## src/rtl/matrix_ls_fu.sv

```systemverilog
// Matrix load/store functional unit: takes one issued LD/ST op, presents a single
// scratchpad request, waits for completion (or timeout) and reports done/err.
module matrix_ls_fu #(
    parameter int ADDR_W  = 32,
    parameter int IMM_W   = 11,
    parameter int MREG_W  = 4,
    parameter int TIMEOUT = 1024
) (
    input  logic              CLK,
    input  logic              nRST,
    input  logic              fu_en,
    input  logic              mem_type,
    input  logic [MREG_W-1:0] rd,
    input  logic [ADDR_W-1:0] rdat1,
    input  logic [ADDR_W-1:0] rdat2,
    input  logic [IMM_W-1:0]  imm,
    input  logic              flush,
    input  logic              sp_ready,
    input  logic              sp_done,
    output logic              busy,
    output logic              done,
    output logic              err,
    output logic [1:0]        ls_out,
    output logic [MREG_W-1:0] rd_out,
    output logic [IMM_W-1:0]  imm_out,
    output logic [ADDR_W-1:0] address,
    output logic [ADDR_W-1:0] stride_out
);

    localparam int CNT_W = (TIMEOUT > 2) ? $clog2(TIMEOUT) : 1;
    localparam logic [CNT_W-1:0] CNT_LAST = CNT_W'(TIMEOUT - 1);

    typedef enum logic [1:0] {
        ST_IDLE = 2'd0,
        ST_REQ  = 2'd1,
        ST_WAIT = 2'd2,
        ST_DONE = 2'd3
    } state_t;

    function automatic logic [ADDR_W-1:0] sext_imm(input logic [IMM_W-1:0] v);
        return {{(ADDR_W - IMM_W){v[IMM_W-1]}}, v};
    endfunction

    state_t             state_r, state_s;
    logic [CNT_W-1:0]   cnt_r, cnt_s;
    logic               busy_r, busy_s;
    logic               done_r, done_s;
    logic               err_r, err_s;
    logic [1:0]         ls_r, ls_s;
    logic [MREG_W-1:0]  rd_r, rd_s;
    logic [IMM_W-1:0]   imm_r, imm_s;
    logic [ADDR_W-1:0]  addr_r, addr_s;
    logic [ADDR_W-1:0]  stride_r, stride_s;

    // Next-state and next-output logic; every output is registered from these values.
    always_comb begin
        state_s  = state_r;
        cnt_s    = cnt_r;
        done_s   = 1'b0;
        err_s    = 1'b0;
        ls_s     = 2'b00;
        rd_s     = rd_r;
        imm_s    = imm_r;
        addr_s   = addr_r;
        stride_s = stride_r;
        case (state_r)
            ST_IDLE: begin
                if (fu_en && !flush) begin
                    state_s  = ST_REQ;
                    ls_s     = mem_type ? 2'b10 : 2'b01;
                    rd_s     = rd;
                    imm_s    = imm;
                    addr_s   = rdat1 + sext_imm(imm);
                    stride_s = rdat2;
                end else begin
                    state_s = ST_IDLE;
                end
            end
            ST_REQ: begin
                // An accepted request is already committed, so accept beats flush.
                if (sp_ready) begin
                    if (sp_done) begin
                        state_s = ST_DONE;
                        done_s  = 1'b1;
                    end else begin
                        state_s = ST_WAIT;
                        cnt_s   = {CNT_W{1'b0}};
                    end
                end else if (flush) begin
                    state_s = ST_IDLE;
                end else begin
                    ls_s = ls_r;
                end
            end
            ST_WAIT: begin
                if (sp_done) begin
                    state_s = ST_DONE;
                    done_s  = 1'b1;
                end else if (cnt_r == CNT_LAST) begin
                    state_s = ST_IDLE;
                    err_s   = 1'b1;
                end else begin
                    cnt_s = cnt_r + {{(CNT_W - 1){1'b0}}, 1'b1};
                end
            end
            ST_DONE: begin
                state_s = ST_IDLE;
            end
            default: begin
                state_s = ST_IDLE;
            end
        endcase
        busy_s = (state_s != ST_IDLE);
    end

    // State, wait counter and output registers.
    always_ff @(posedge CLK or negedge nRST) begin
        if (!nRST) begin
            state_r  <= ST_IDLE;
            cnt_r    <= {CNT_W{1'b0}};
            busy_r   <= 1'b0;
            done_r   <= 1'b0;
            err_r    <= 1'b0;
            ls_r     <= 2'b00;
            rd_r     <= {MREG_W{1'b0}};
            imm_r    <= {IMM_W{1'b0}};
            addr_r   <= {ADDR_W{1'b0}};
            stride_r <= {ADDR_W{1'b0}};
        end else begin
            state_r  <= state_s;
            cnt_r    <= cnt_s;
            busy_r   <= busy_s;
            done_r   <= done_s;
            err_r    <= err_s;
            ls_r     <= ls_s;
            rd_r     <= rd_s;
            imm_r    <= imm_s;
            addr_r   <= addr_s;
            stride_r <= stride_s;
        end
    end

    assign busy       = busy_r;
    assign done       = done_r;
    assign err        = err_r;
    assign ls_out     = ls_r;
    assign rd_out     = rd_r;
    assign imm_out    = imm_r;
    assign address    = addr_r;
    assign stride_out = stride_r;

endmodule
```

## config.mk

```make
export PLATFORM = sky130hd
export DESIGN_NAME = matrix_ls_fu
export DESIGN_NICKNAME = d
export VERILOG_FILES = /design/src/rtl/matrix_ls_fu.sv
export SDC_FILE = /design/constraint.sdc
export NUM_CORES = 1
export LEC_CHECK = 0
export BUFFER_PORTS_ARGS = -buffer_cell sky130_fd_sc_hd__buf_2
export CAP_MARGIN = 25
export CORE_ASPECT_RATIO = 0.75
export CORE_UTILIZATION = 45
export DETAILED_ROUTE_END_ITERATION = 6
export PLACE_DENSITY = 0.8
export SYNTH_ARGS = -nofsm -noshare
export SYNTH_HDL_FRONTEND = slang
export SYNTH_SLANG_ARGS = --single-unit
```

## constraint.sdc

```tcl
create_clock -name CLK -period 2.95 [get_ports CLK]
set_clock_uncertainty 0.15 [all_clocks]
set_input_delay 0.295 -clock CLK [delete_from_list [all_inputs] [get_ports CLK]]
set_output_delay 0.295 -clock CLK [all_outputs]
set_load 0.1 [all_outputs]
```

; After elaboration in Yosys (flattened, before gate mapping)
; Index checks and enable logic that the tools add are counted.
[totals]
register_bits = 96
elab_cells = 51
[op_classes]
n_eq_ne = 9
add_sub_neg = 2
muxes = 23
n_reduce_logical = 7
[ops]
columns = operator, n
row1 = 2-to-1 mux 10 bit, 4
row2 = adder 32 bit, 1
row3 = case mux 10 bit (2 select lines), 1
row4 = 2-to-1 mux 2 bit, 8
row5 = "adder 10 x 1 -> 10 bit, second input constant", 1
row6 = "== test 10 bit, second input constant", 1
row7 = "inequality test 2 bit, second input constant", 4
row8 = case mux 2 bit (4 select lines), 1
row9 = 2-to-1 mux 1 bit, 7
row10 = AND reduction 5 bit, 1
row11 = "== test 2 bit, second input constant", 2
row12 = case mux 2 bit (2 select lines), 1
row13 = nonzero test 2 bit, 2
row14 = "inequality test 3 bit, second input constant", 1
row15 = "== test 2 x 1 -> 1 bit, second input constant", 1
row16 = zero test 2 bit, 1
row17 = case mux 1 bit (2 select lines), 1
row18 = AND reduction 2 bit, 1
row19 = logical AND 1 bit, 1
row20 = zero test 1 bit, 1

; Depth between registers and ports, before layout
[depth]
word_depth = 5
ltp_mapped = 10
mapped_depth_nobuf = 10

; Worst setup path before layout
; OpenSTA, ideal clock, no wires.
[synth_path]
path_type = input-to-reg
from = input port rdat1[0]
to = register addr_r[30], in the netlist address[30]
cell_stages = 10
required_time_ps = 2668
path_slack_ps = 69
arrival_ps = 2599
setup_ps = 132
cell_sequence = ha_1 > fa_1 > a21o_1 > a221oi_2 > o21ai_1 > a31o_1 > a2111o_1 > nand4_2 > nor3_1 > or3b_1
[synth_via]
elab_chain_len = 1
[synth_lines]
columns = item, line
row1 = start: declaration, 14  ; input logic [ADDR_W-1:0] rdat1,
row2 = adder 32 bit, 73  ; addr_s = rdat1 + sext_imm(imm);
row3 = end signal: assignment, 127  ; addr_r <= {ADDR_W{1'b0}};
row4 = end signal: assignment, 138  ; addr_r <= addr_s;
row5 = end: declaration, 52  ; logic [ADDR_W-1:0] addr_r, addr_s;
; Every way passes these cells.
; A chain may end at the register's enable or synchronous reset.

; Final worst setup path
; Ends and elaborated chain as after synthesis.

==> out/metrics.cfg <==
[cells_and_area]
fin_nets=989
fillers=1018
final_cell_area_mm2=0.00729
diodes=0
area.growth.synth_to_final_pct=32.0
utilization_pct=61.8
final_cell_mix=nand2_1, buf_2, dfrtp_1, a21oi_1, o21ai_0
drive_gt1_share_pct=25.0
layout_commonest_cell=nand2_1
final_cells=1034

[hold_path]
min_path_cells=3
worstHoldStart=imm[8]
hold_path_end=imm_out[8]
hold_class=input pin to flip-flop

[detailed_routing]
drc=0
drt_iter0_drc=227
first_pass_iters=5
routedWlPerCell_um=14.0
via_per_inst=5.16
vias=5335
wl_mm=14.5
antenna_left=0

[setup_path]
worst-r2r-cell-count=9
critPathCaptureType=flip-flop
required_ps=3020
arrival_ps=2760
start_kind=input pin
reg2reg_from=cnt_r[0]
regToRegEndpoint=cnt_r[9]
reg2reg_slack_ps=350
critical_path.max_fanout=3
path_class=input pin to flip-flop

[synthesis]
ys_ff_latch=96
syn_nets=781
ys.flop_type=dfrtp_1
avgSynthCellArea_um2=8.37
syn_inst=659
synthArstFlopShare_pct=100
synth-edff-count=0
mappedNetlistArea_mm2=0.00552
yosysSeqAreaShare_pct=43.5
ys_types=56
yosysWarnings=0

[global_route]
grt_pass1_wl_mm=24.0
first_global_vias=5091
antenna_found_initial=0
grt_max_degree=50
track_usage_pct=23.8
overflow=0

[pwr]
leakage_uw=0.00385
ir_drop_v=0.000543
pwr_density_cell_mw_per_mm2=778

[clock_network]
cts_resized=0
root_buffer=clkbuf_16
numCtsBuffers=9
clockBufferDepth=2
cts_tree=done
clock_latency_ps=340
cts.sinks=96
h-tree-depth=3
clk_pin_slew_ps=70

[placement]
place.detailed.hpwl_mm=10.4
port_buffers=169
dpl_worst_slack_ps=-99.6
gp_congestion=0.913
place_area_mm2=0.00664
placed_cells=983

[floorplanning]
die_width_um=130
die_h_um=97.9
rows=34
start_util_pct=46.8
dieArea_mm2=0.0127
core-area_mm2=0.0118
io_pins=170

[run]
maxCapViolCount=0

[sta]
period_needed_ps=2690
hold_violations=0
rsz0062_at_grt=false
setup_tns_ps=0
worst_pin_slew_ps=573
timing.final.crit_share_pct=91.2
finalMaxSlewViolations=0
slew-limit-headroom_pct=61.6
clock.fmax_mhz=371
setup_ws_ps=258
setup_violations=0

[run_status]
status=completed

## final cells by class
cell class / instances / area (um^2) / area share (%)
timing repair buffer: 225 / 1370 / 18.8
multi-input combinational: 519 / 2950 / 40.5
tap: 162 / 203 / 2.78
clock inverter: 7 / 73.8 / 1.01
inverter: 16 / 60.1 / 0.824
sequential: 96 / 2400 / 33.0
clock buffer: 9 / 225 / 3.09
## how the worst max path moves through the flow
stage / end / depth (start not counted) / from / slack, ps
2_1_floorplan: address[30] / 10 / rdat1[0] / 70
3_3_place_gp: address[30] / 11 / rdat1[0] / -90
3_5_place_dp: address[30] / 11 / rdat1[0] / -100
4_1_cts: address[30] / 11 / rdat1[0] / 250
5_1_grt: cnt_r[9] / 9 / cnt_r[0] / 90
6_report: address[30] / 11 / rdat1[0] / 260
## cells in the mapped netlist (3+ instances only)
master	n	share of area, %
a21o_1	16	2.2
nand4_1	10	1.1
inv_1	16	1.1
nand2_1	212	14
or2_2	3	0.34
o2111ai_1	4	0.63
xor2_1	17	2.7
or3_1	6	0.68
o21bai_1	7	0.95
a21oi_1	44	4.0
and3_1	8	0.91
mux2i_1	3	0.54
o31ai_1	3	0.41
buf_1	4	0.27
nor2_1	33	2.2
o21ai_0	40	3.6
dfrtp_1	96	44
nand3_1	13	1.2
clkbuf_1	24	1.6
nor3_1	5	0.45
nor2b_1	3	0.34
nand2b_1	7	0.79
ha_1	35	7.9
xnor2_1	9	1.4
## timing repair
item	in CTS	in global routing
hold buffers	35	0
hold endpoints to repair	66	0
buffers inserted	0	0
## where the power goes
part	internal, uW	switching, uW	leakage (uW)
sequential	1550	129	0.00121
combinational	515	2310	0.00249
clock	599	559	0.000147
## logic make-up after synthesis
| kind of cell | Yosys count | synth area share [%] |
|---|---|---|
| multiplexers | 4 | 0.748 |
| AO/OA/AOI/OAI | 140 | 15.9 |
| AND/OR/NAND/NOR | 313 | 24.4 |
| XOR/XNOR | 26 | 4.13 |
| flip-flops | 96 | 43.5 |
| adder cells (fa/ha/maj) | 36 | 8.30 |
| buffers and inverters | 44 | 2.99 |
## state kept, by name, summed over array words and instances, names as in the netlist
signal / cells
ls_out: 2
state_r: 2
rd_out: 4
done: 1
err: 1
address: 32
imm_out: 11
stride_out: 32
busy: 1
cnt_r: 10
## routing by layer
layer | wire [um] | track usage (%) | vias to the layer above
li1 | - | - | 2679
met1 | 6790 | 32.1 | 2455
met2 | 6680 | 38.8 | 173
met3 | 745 | 4.71 | 28
met4 | 291 | 6.35 | 0
met5 | 0 | 0 | -
## through the flow
stage,hold WS [ps],total power [uW]
after global placement,131,4460
after detailed placement,139,4490
after global routing,11.1,5930
after floorplan,-151,3950
after CTS,0.679,5700
final,10.8,5670
## worst max-delay path: stages
cell and delay [ps]:
buf_2 100, ha_1 210, fa_1 380, a21o_1 210, a221oi_2 270, o21ai_1 110
a31o_1 250, a2111o_1 400, nand4_2 120, nor3_1 60, or3b_1 350
(Power assumes the default switching activity.)
